**config.mk**
```make
export PLATFORM = sky130hd
export DESIGN_NAME = bus_rsp_delay_filter
export DESIGN_NICKNAME = d
export VERILOG_FILES = /design/src/rtl/bus_rsp_delay_filter_pkg.sv /design/src/rtl/bus_rsp_delay_filter_fifo.sv /design/src/rtl/bus_rsp_delay_filter.sv
export SDC_FILE = /design/constraint.sdc
export NUM_CORES = 1
export LEC_CHECK = 0
export CORE_MARGIN = 4
export CORE_UTILIZATION = 50
export CTS_BUF_LIST = sky130_fd_sc_hd__clkbuf_16
export DETAILED_ROUTE_END_ITERATION = 10
export HOLD_SLACK_MARGIN = 0.08
export PLACE_DENSITY = 0.69
export SLEW_MARGIN = 30
export SYNTH_ARGS = -nofsm -noshare
export SYNTH_HDL_FRONTEND = slang
export SYNTH_HIERARCHICAL = 1
export SYNTH_SLANG_ARGS = --single-unit
export TNS_END_PERCENT = 50
```
**constraint.sdc**
```tcl
create_clock -name clk_i -period 7.03 [get_ports clk_i]
set_input_delay 1.406 -clock clk_i [delete_from_list [all_inputs] [get_ports clk_i]]
set_output_delay 1.406 -clock clk_i [all_outputs]
set_load 0.02 [all_outputs]
```
**src/rtl/bus_rsp_delay_filter_pkg.sv**
```systemverilog
// Shared types and helpers for the response delay filter.
//   rsp_entry_t : one queued response {rdata, err, host_sel, cnt}. The fields
//                 are sized for the widest supported configuration. Each
//                 instance zero-extends its narrower fields on the way in and
//                 truncates them on the way out, so unused upper bits are
//                 constant and are pruned away.
//   MaxDelay    : largest supported extra delay for memory responses.
//   cnt_init    : starting countdown for a response, chosen by responding device.
package bus_delay_pkg;

   localparam int unsigned MaxDelay     = 63;
   localparam int          MaxCntWidth  = $clog2(MaxDelay + 1);
   localparam int          MaxDataWidth = 64;
   localparam int          MaxSelWidth  = 8;

   typedef struct packed {
      logic [MaxDataWidth-1:0] rdata;
      logic                    err;
      logic [MaxSelWidth-1:0]  host_sel;
      logic [MaxCntWidth-1:0]  cnt;
   } rsp_entry_t;

   // Memory (device 0) waits the full delay; every other device waits nothing.
   // An out-of-range delay is clamped to MaxDelay.
   function automatic logic [MaxCntWidth-1:0] cnt_init(input int unsigned device_sel,
                                                        input int unsigned delay);
      int unsigned d;
      d = delay;
      if (d > MaxDelay) begin
         d = MaxDelay;
      end
      if (device_sel != 0) begin
         d = 0;
      end
      return MaxCntWidth'(d);
   endfunction

endpackage

```
**src/rtl/bus_rsp_delay_filter_fifo.sv**
```systemverilog
// Register-array response queue with a per-entry saturating countdown.
//   clk, rst_n  : clock, asynchronous active-low reset (empties the queue)
//   push        : write push_entry at the tail (ignored when full and not popping)
//   push_entry  : entry to store, cnt already initialised
//   pop         : remove the head (ignored unless head_ready)
//   head        : current head entry
//   head_ready  : queue not empty and head countdown reached zero
//   count       : number of stored entries, 0..Depth
module bus_rsp_delay_fifo
   import bus_delay_pkg::*;
#(
   parameter int Depth = 4
) (
   input  logic                     clk,
   input  logic                     rst_n,
   input  logic                     push,
   input  rsp_entry_t               push_entry,
   input  logic                     pop,
   output rsp_entry_t               head,
   output logic                     head_ready,
   output logic [$clog2(Depth):0]   count
);

   localparam int PtrW = $clog2(Depth);

   rsp_entry_t            mem_q [Depth];
   logic [PtrW-1:0]       rd_ptr;
   logic [PtrW-1:0]       wr_ptr;
   logic [PtrW:0]         count_q;
   logic                  empty;
   logic                  full;
   logic                  do_pop;
   logic                  do_push;

   assign empty      = (count_q == '0);
   assign full       = (count_q == (PtrW + 1)'(Depth));
   assign head       = mem_q[rd_ptr];
   assign head_ready = !empty && (head.cnt == '0);
   assign do_pop     = pop && head_ready;
   // A pop in the same cycle frees the slot the push needs.
   assign do_push    = push && (!full || do_pop);
   assign count      = count_q;

   always_ff @(posedge clk or negedge rst_n) begin
      if (!rst_n) begin
         rd_ptr  <= '0;
         wr_ptr  <= '0;
         count_q <= '0;
      end else begin
         if (do_push) begin
            wr_ptr <= wr_ptr + PtrW'(1);
         end
         if (do_pop) begin
            rd_ptr <= rd_ptr + PtrW'(1);
         end
         case ({do_push, do_pop})
            2'b10:   count_q <= count_q + (PtrW + 1)'(1);
            2'b01:   count_q <= count_q - (PtrW + 1)'(1);
            default: count_q <= count_q;
         endcase
      end
   end

   // Every slot counts down each cycle; free slots hold don't-care values, so
   // they are decremented too. A write in the same cycle overrides the
   // decrement, so a fresh entry starts from its full count.
   always_ff @(posedge clk) begin
      for (int i = 0; i < Depth; i++) begin
         if (mem_q[i].cnt != '0) begin
            mem_q[i].cnt <= mem_q[i].cnt - MaxCntWidth'(1);
         end
      end
      if (do_push) begin
         mem_q[wr_ptr] <= push_entry;
      end
   end

endmodule

```
**src/rtl/bus_rsp_delay_filter.sv**
```systemverilog
// Response delay filter for latency-stress simulation. Memory responses
// (device_sel_i == 0) are held for Delay extra cycles, peripheral responses
// pass with the minimum one-cycle latency, and all responses leave in arrival
// order.
//   clk_i, rst_ni        : clock, asynchronous active-low reset
//   dev_rvalid_i         : device response valid (at most one per cycle)
//   dev_rdata_i          : device read data
//   dev_err_i            : device error flag
//   host_sel_i           : host the response belongs to
//   device_sel_i         : responding device, 0 = memory
//   host_rvalid_o        : delayed response valid
//   host_rdata_o         : delayed read data (0 when not valid)
//   host_err_o           : delayed error flag (0 when not valid)
//   host_sel_o           : routing tag for the host demux (0 when not valid)
//   full_o               : queue holds Depth entries
//   overflow_o           : sticky, a response was dropped since reset
module bus_rsp_delay_filter
   import bus_delay_pkg::*;
#(
   parameter int Delay            = 1,
   parameter int Depth            = 4,
   parameter int DataWidth        = 32,
   parameter int NrHosts          = 1,
   parameter int NrDevices        = 1,
   parameter int NumBitsHostSel   = (NrHosts > 1) ? $clog2(NrHosts) : 1,
   parameter int NumBitsDeviceSel = (NrDevices > 1) ? $clog2(NrDevices) : 1
) (
   input  logic                        clk_i,
   input  logic                        rst_ni,
   input  logic                        dev_rvalid_i,
   input  logic [DataWidth-1:0]        dev_rdata_i,
   input  logic                        dev_err_i,
   input  logic [NumBitsHostSel-1:0]   host_sel_i,
   input  logic [NumBitsDeviceSel-1:0] device_sel_i,
   output logic                        host_rvalid_o,
   output logic [DataWidth-1:0]        host_rdata_o,
   output logic                        host_err_o,
   output logic [NumBitsHostSel-1:0]   host_sel_o,
   output logic                        full_o,
   output logic                        overflow_o
);

   localparam int PtrW = $clog2(Depth);

   rsp_entry_t                push_entry;
   rsp_entry_t                head;
   logic                      head_ready;
   logic                      push;
   logic                      full;
   logic [PtrW:0]             count;
   logic                      overflow_q;
   logic                      vld_p1;
   logic [DataWidth-1:0]      rdata_p1;
   logic                      err_p1;
   logic [NumBitsHostSel-1:0] host_sel_p1;
   // The countdown field of the head is consumed inside the queue only.
   logic                      unused_head;

   always_comb begin
      push_entry          = '0;
      push_entry.rdata    = MaxDataWidth'(dev_rdata_i);
      push_entry.err      = dev_err_i;
      push_entry.host_sel = MaxSelWidth'(host_sel_i);
      push_entry.cnt      = cnt_init(32'(device_sel_i), Delay);
   end

   assign full = (count == (PtrW + 1)'(Depth));
   assign push = dev_rvalid_i && (!full || head_ready);

   bus_rsp_delay_fifo #(
      .Depth      (Depth)
   ) u_fifo (
      .clk        (clk_i),
      .rst_n      (rst_ni),
      .push       (push),
      .push_entry (push_entry),
      .pop        (head_ready),
      .head       (head),
      .head_ready (head_ready),
      .count      (count)
   );

   assign unused_head = ^head;

   // A response arriving while full with nothing leaving is lost; remember it.
   always_ff @(posedge clk_i or negedge rst_ni) begin
      if (!rst_ni) begin
         overflow_q <= 1'b0;
      end else if (dev_rvalid_i && full && !head_ready) begin
         overflow_q <= 1'b1;
      end
   end

   // ---- stage p1: registered output of the popped head ----
   always_ff @(posedge clk_i or negedge rst_ni) begin
      if (!rst_ni) begin
         vld_p1      <= 1'b0;
         rdata_p1    <= '0;
         err_p1      <= 1'b0;
         host_sel_p1 <= '0;
      end else begin
         vld_p1 <= head_ready;
         if (head_ready) begin
            rdata_p1    <= DataWidth'(head.rdata);
            err_p1      <= head.err;
            host_sel_p1 <= NumBitsHostSel'(head.host_sel);
         end else begin
            rdata_p1    <= '0;
            err_p1      <= 1'b0;
            host_sel_p1 <= '0;
         end
      end
   end

   assign host_rvalid_o = vld_p1;
   assign host_rdata_o  = rdata_p1;
   assign host_err_o    = err_p1;
   assign host_sel_o    = host_sel_p1;
   assign full_o        = full;
   assign overflow_o    = overflow_q;

endmodule

```
Word level (Yosys, flattened, before mapping) --
Memory sizes are Yosys's and may differ from the RTL's. Index checks and enable logic that the tools add are counted. Widths: inputs -> output; s select.
Word-level totals: logic and storage cells 51, output and inout bits 37, register bits 43, input bits 38, memories kept 1, memory bits (writable) 160
Operators by class: reductions and logical operators 16, multiplexer cells 15, equal/unequal tests 3, $add $sub $neg 8
Memories:
- u_fifo.mem_q | words 4, width 40, read ports 5, clocked after memory_dff 0, wr ports 5, line bus_rsp_delay_filter_fifo.sv:26 | rsp_entry_t mem_q [Depth];
Operators with widths (count):
- $mux 32 | 1
- $reduce_bool 6->1 | 4
- $sub 6x1->6 const B | 4
- $mux 1 | 13
- $logic_not 6->1 | 1
- $pmux 3 s2 | 1
- $logic_and 1x1->1 | 5
- $add 2x1->2 const B | 2
- $add 3x1->3 const B | 1
- $eq 3x3->1 const B | 1
- $logic_not 1->1 | 3
- $logic_not 3->1 | 1
- $sub 3x1->3 const B | 1
- $eq 2x1->1 const B | 1
- $eq 2x2->1 const B | 1
- $reduce_bool 2->1 | 1
- $logic_or 1x1->1 | 1

Logic depth before layout (Yosys ltp) --
depth in word-level cells 8, gate-level depth with buffers 11, gate-level depth less buffers 10

Hierarchy --
The synthesis kept the hierarchy.
Modules (own cells, without submodules):
- bus_rsp_delay_fifo | area an instance 12539.5 µm², cells each 540, seq. area each 9664.3 µm², instances 1
- bus_rsp_delay_filter | area an instance 1174.9 µm², cells each 79, seq. area each 900.9 µm², instances 1

Worst setup path after synthesis --
OpenSTA, ideal clock, no wires.
kind register to register, start point register u_fifo.rd_ptr[0], end point memory u_fifo/mem_q[3][10] (netlist bit) (enable), arrival 5052 ps, required time 6603 ps, slack 1551 ps, stages on the path, launching flop included 11, path buffers 1, clock period less this slack 5479 ps, cell sequence dfrtp_1 -> buf_6 -> mux4_2 -> or4_4 -> nor3_1 -> nor4b_2 -> nor2b_1 -> nand2_1 -> o41ai_4 -> nand2_4 -> inv_1
RTL lines:
- start, declared | line bus_rsp_delay_filter_fifo.sv:27 | logic [PtrW-1:0] rd_ptr;
- start signal, assigned | line bus_rsp_delay_filter_fifo.sv:54 | rd_ptr <= rd_ptr + PtrW'(1);
- end, declared | line bus_rsp_delay_filter_fifo.sv:26

==> impl_metrics.tcl <==
set metrics [dict create \
    run_status "complete, no violations" \
    rsz0062_at_grt "false" \
    synthCells 420 \
    routedWlPerCell_um 19.2 \
    syn_area_um2 8140 \
    die_area_um2 18400 \
    routed_wl_mm 14.4 \
    ir_worst_vdd_uv 226 \
    total_power_w 0.00383 \
    dr.pass1.iters 4 \
    slew_viol_final 0 \
    final_common_cell "edfxtp_1" \
    drive_gt1_frac 0.208 \
    cp.required_ns 7.13 \
    finalSetupTns_ns 0 \
    post_drt_via_cell_ratio 5.20 \
    syn_avg_cell_area_um2 19.4 \
    cts_made_buffers 21 \
    clk_latency_ns 0.48 \
    final.min_clock_period_ns 4.68 \
    hpwlAfterDp_mm 8.84 \
    syn_to_final_growth_pct 21.3 \
    row_count 46 \
    power.leakage_nw 3.72 \
    drc 0 \
    tightest_slew_ns 0.881 \
    drtAntennaViolNets 0 \
    yosysWarnings 6 \
    critPathLaunchType "flop" \
    cts_setup_buffers 0 \
    fp.dieW_um 136 \
    max_slew_margin 0.412 \
    grt_max_degree 44 \
    drt_iter0_drc 173 \
    numClockSinks 203 \
    pwr_density_cell_nw_per_um2 388 \
    crit_type "reg2reg" \
    grt_pass1_vias 4301 \
    antennaDiodeCount 0 \
    crit_path_max_fanout 41 \
    cts.repair.resized 0 \
    cts_tree "built" \
    clkTransAtPathRegs_ns 0.06 \
    core_area_um2 15900 \
    fill_cells 1164 \
    cp_data_arrival_time_ns 4.78 \
    die_h_um 136 \
    grt_antenna_before_repair 0 \
    min_period_over_period 0.666 \
    hold-worst-slack_ns 0.459 \
    maxCapViolations 0 \
    root_buffer "clkbuf_16" \
    finalClockSkew_ns 0.00895 \
    hold_violations 0 \
    h-tree-depth 1 \
    start_util 0.510 \
    final_cell_mix "edfxtp_1, clkdlybuf4s50_1, dfrtp_1" \
    worst_setup_path_end_kind "flop" \
    place.gp.congestion 0.818 \
    hold_path.class "reg2reg" \
    maxClockFrequency_mhz 214 \
    nets 566 \
    cts.path.max_buffers 3 \
    holdBufCountCts 0 \
    grt_usage 0.163 \
    numPortBuffers 74 \
    grt_pass1_wl_mm 23.0 \
    gr-total-overflow 0 \
    io_pins 75 \
    setup-violations-final 0 \
    vias 3896 \
]
[report_power, final]
part / leakage, nW / switching [W] / internal (W)
sequential: 2.07 / 0.000160 / 0.00161
combinational: 1.30 / 0.000430 / 0.000507
clock: 0.356 / 0.000428 / 0.000691
[layer usage]
metal / global-route usage / part of all wire / up-vias
met5: 0 / 0 / -
met4: 0.0459 / 0.023 / 0
met3: 0.0312 / 0.041 / 28
met2: 0.285 / 0.52 / 83
met1: 0.210 / 0.41 / 2009
li1: - / - / 1776
[final cells by class]
| class | instances | area, um2 | share of cell area |
|---|---|---|---|
| sequential | 203 | 5890 | 0.596 |
| multi-input combinational | 195 | 2170 | 0.220 |
| timing repair buffer | 78 | 766 | 0.0776 |
| clock buffer | 21 | 526 | 0.0533 |
| tap | 216 | 270 | 0.0274 |
| clock inverter | 16 | 179 | 0.0181 |
| inverter | 20 | 75.1 | 0.00761 |
[metrics by stage]
stage | setup slack (ns) | util | area [um2] | std cells
6_report | 2.35 | 0.619 | 9870 | 749
5_1_grt | 2.04 | 0.619 | 9870 | 749
2_1_floorplan | 2.34 | - | 8200 | 436
4_1_cts | 2.04 | 0.619 | 9870 | 749
3_5_place_dp | 2.04 | 0.575 | 9160 | 712
3_3_place_gp | 2.15 | 0.575 | 9160 | 712
[flip-flops by register name, summed over array words and instances, names as in the netlist]
name / cells
u_fifo/mem_q: 160
host_rdata_o: 32
overflow_o: 1
host_err_o: 1
u_fifo/rd_ptr: 2
u_fifo/wr_ptr: 2
host_rvalid_o: 1
host_sel_o: 1
u_fifo/count: 3
[critical path, stage by stage, from the launching register on]
cell	delay (ns)
dfrtp_4	0.82
mux4_2	0.39
or4_4	0.58
nor3_2	0.26
nor4b_2	0.09
nor2b_1	0.38
nand2_1	0.17
o41ai_4	0.67
nand2_4	0.22
inv_2	0.69
[path summary, 6_finish.rpt]
| kind | startpoint | endpoint | slack [ns] | cells past startpoint |
|---|---|---|---|---|
| worst min-delay path | overflow_o | overflow_o | 0.46 | 1 |
| worst max register to register | u_fifo/rd_ptr[1] | u_fifo/mem_q[1][15] | 2.35 | 9 |
| min in group asynchronous | rst_ni | host_rdata_o[0] | 1.02 | 2 |
| worst max-delay path | u_fifo/rd_ptr[1] | u_fifo/mem_q[1][15] | 2.35 | 9 |
| max in group asynchronous | rst_ni | u_fifo/rd_ptr[1] | 5.55 | 2 |
| worst min register to register | overflow_o | overflow_o | 0.46 | 1 |
(Power assumes the default switching activity.)
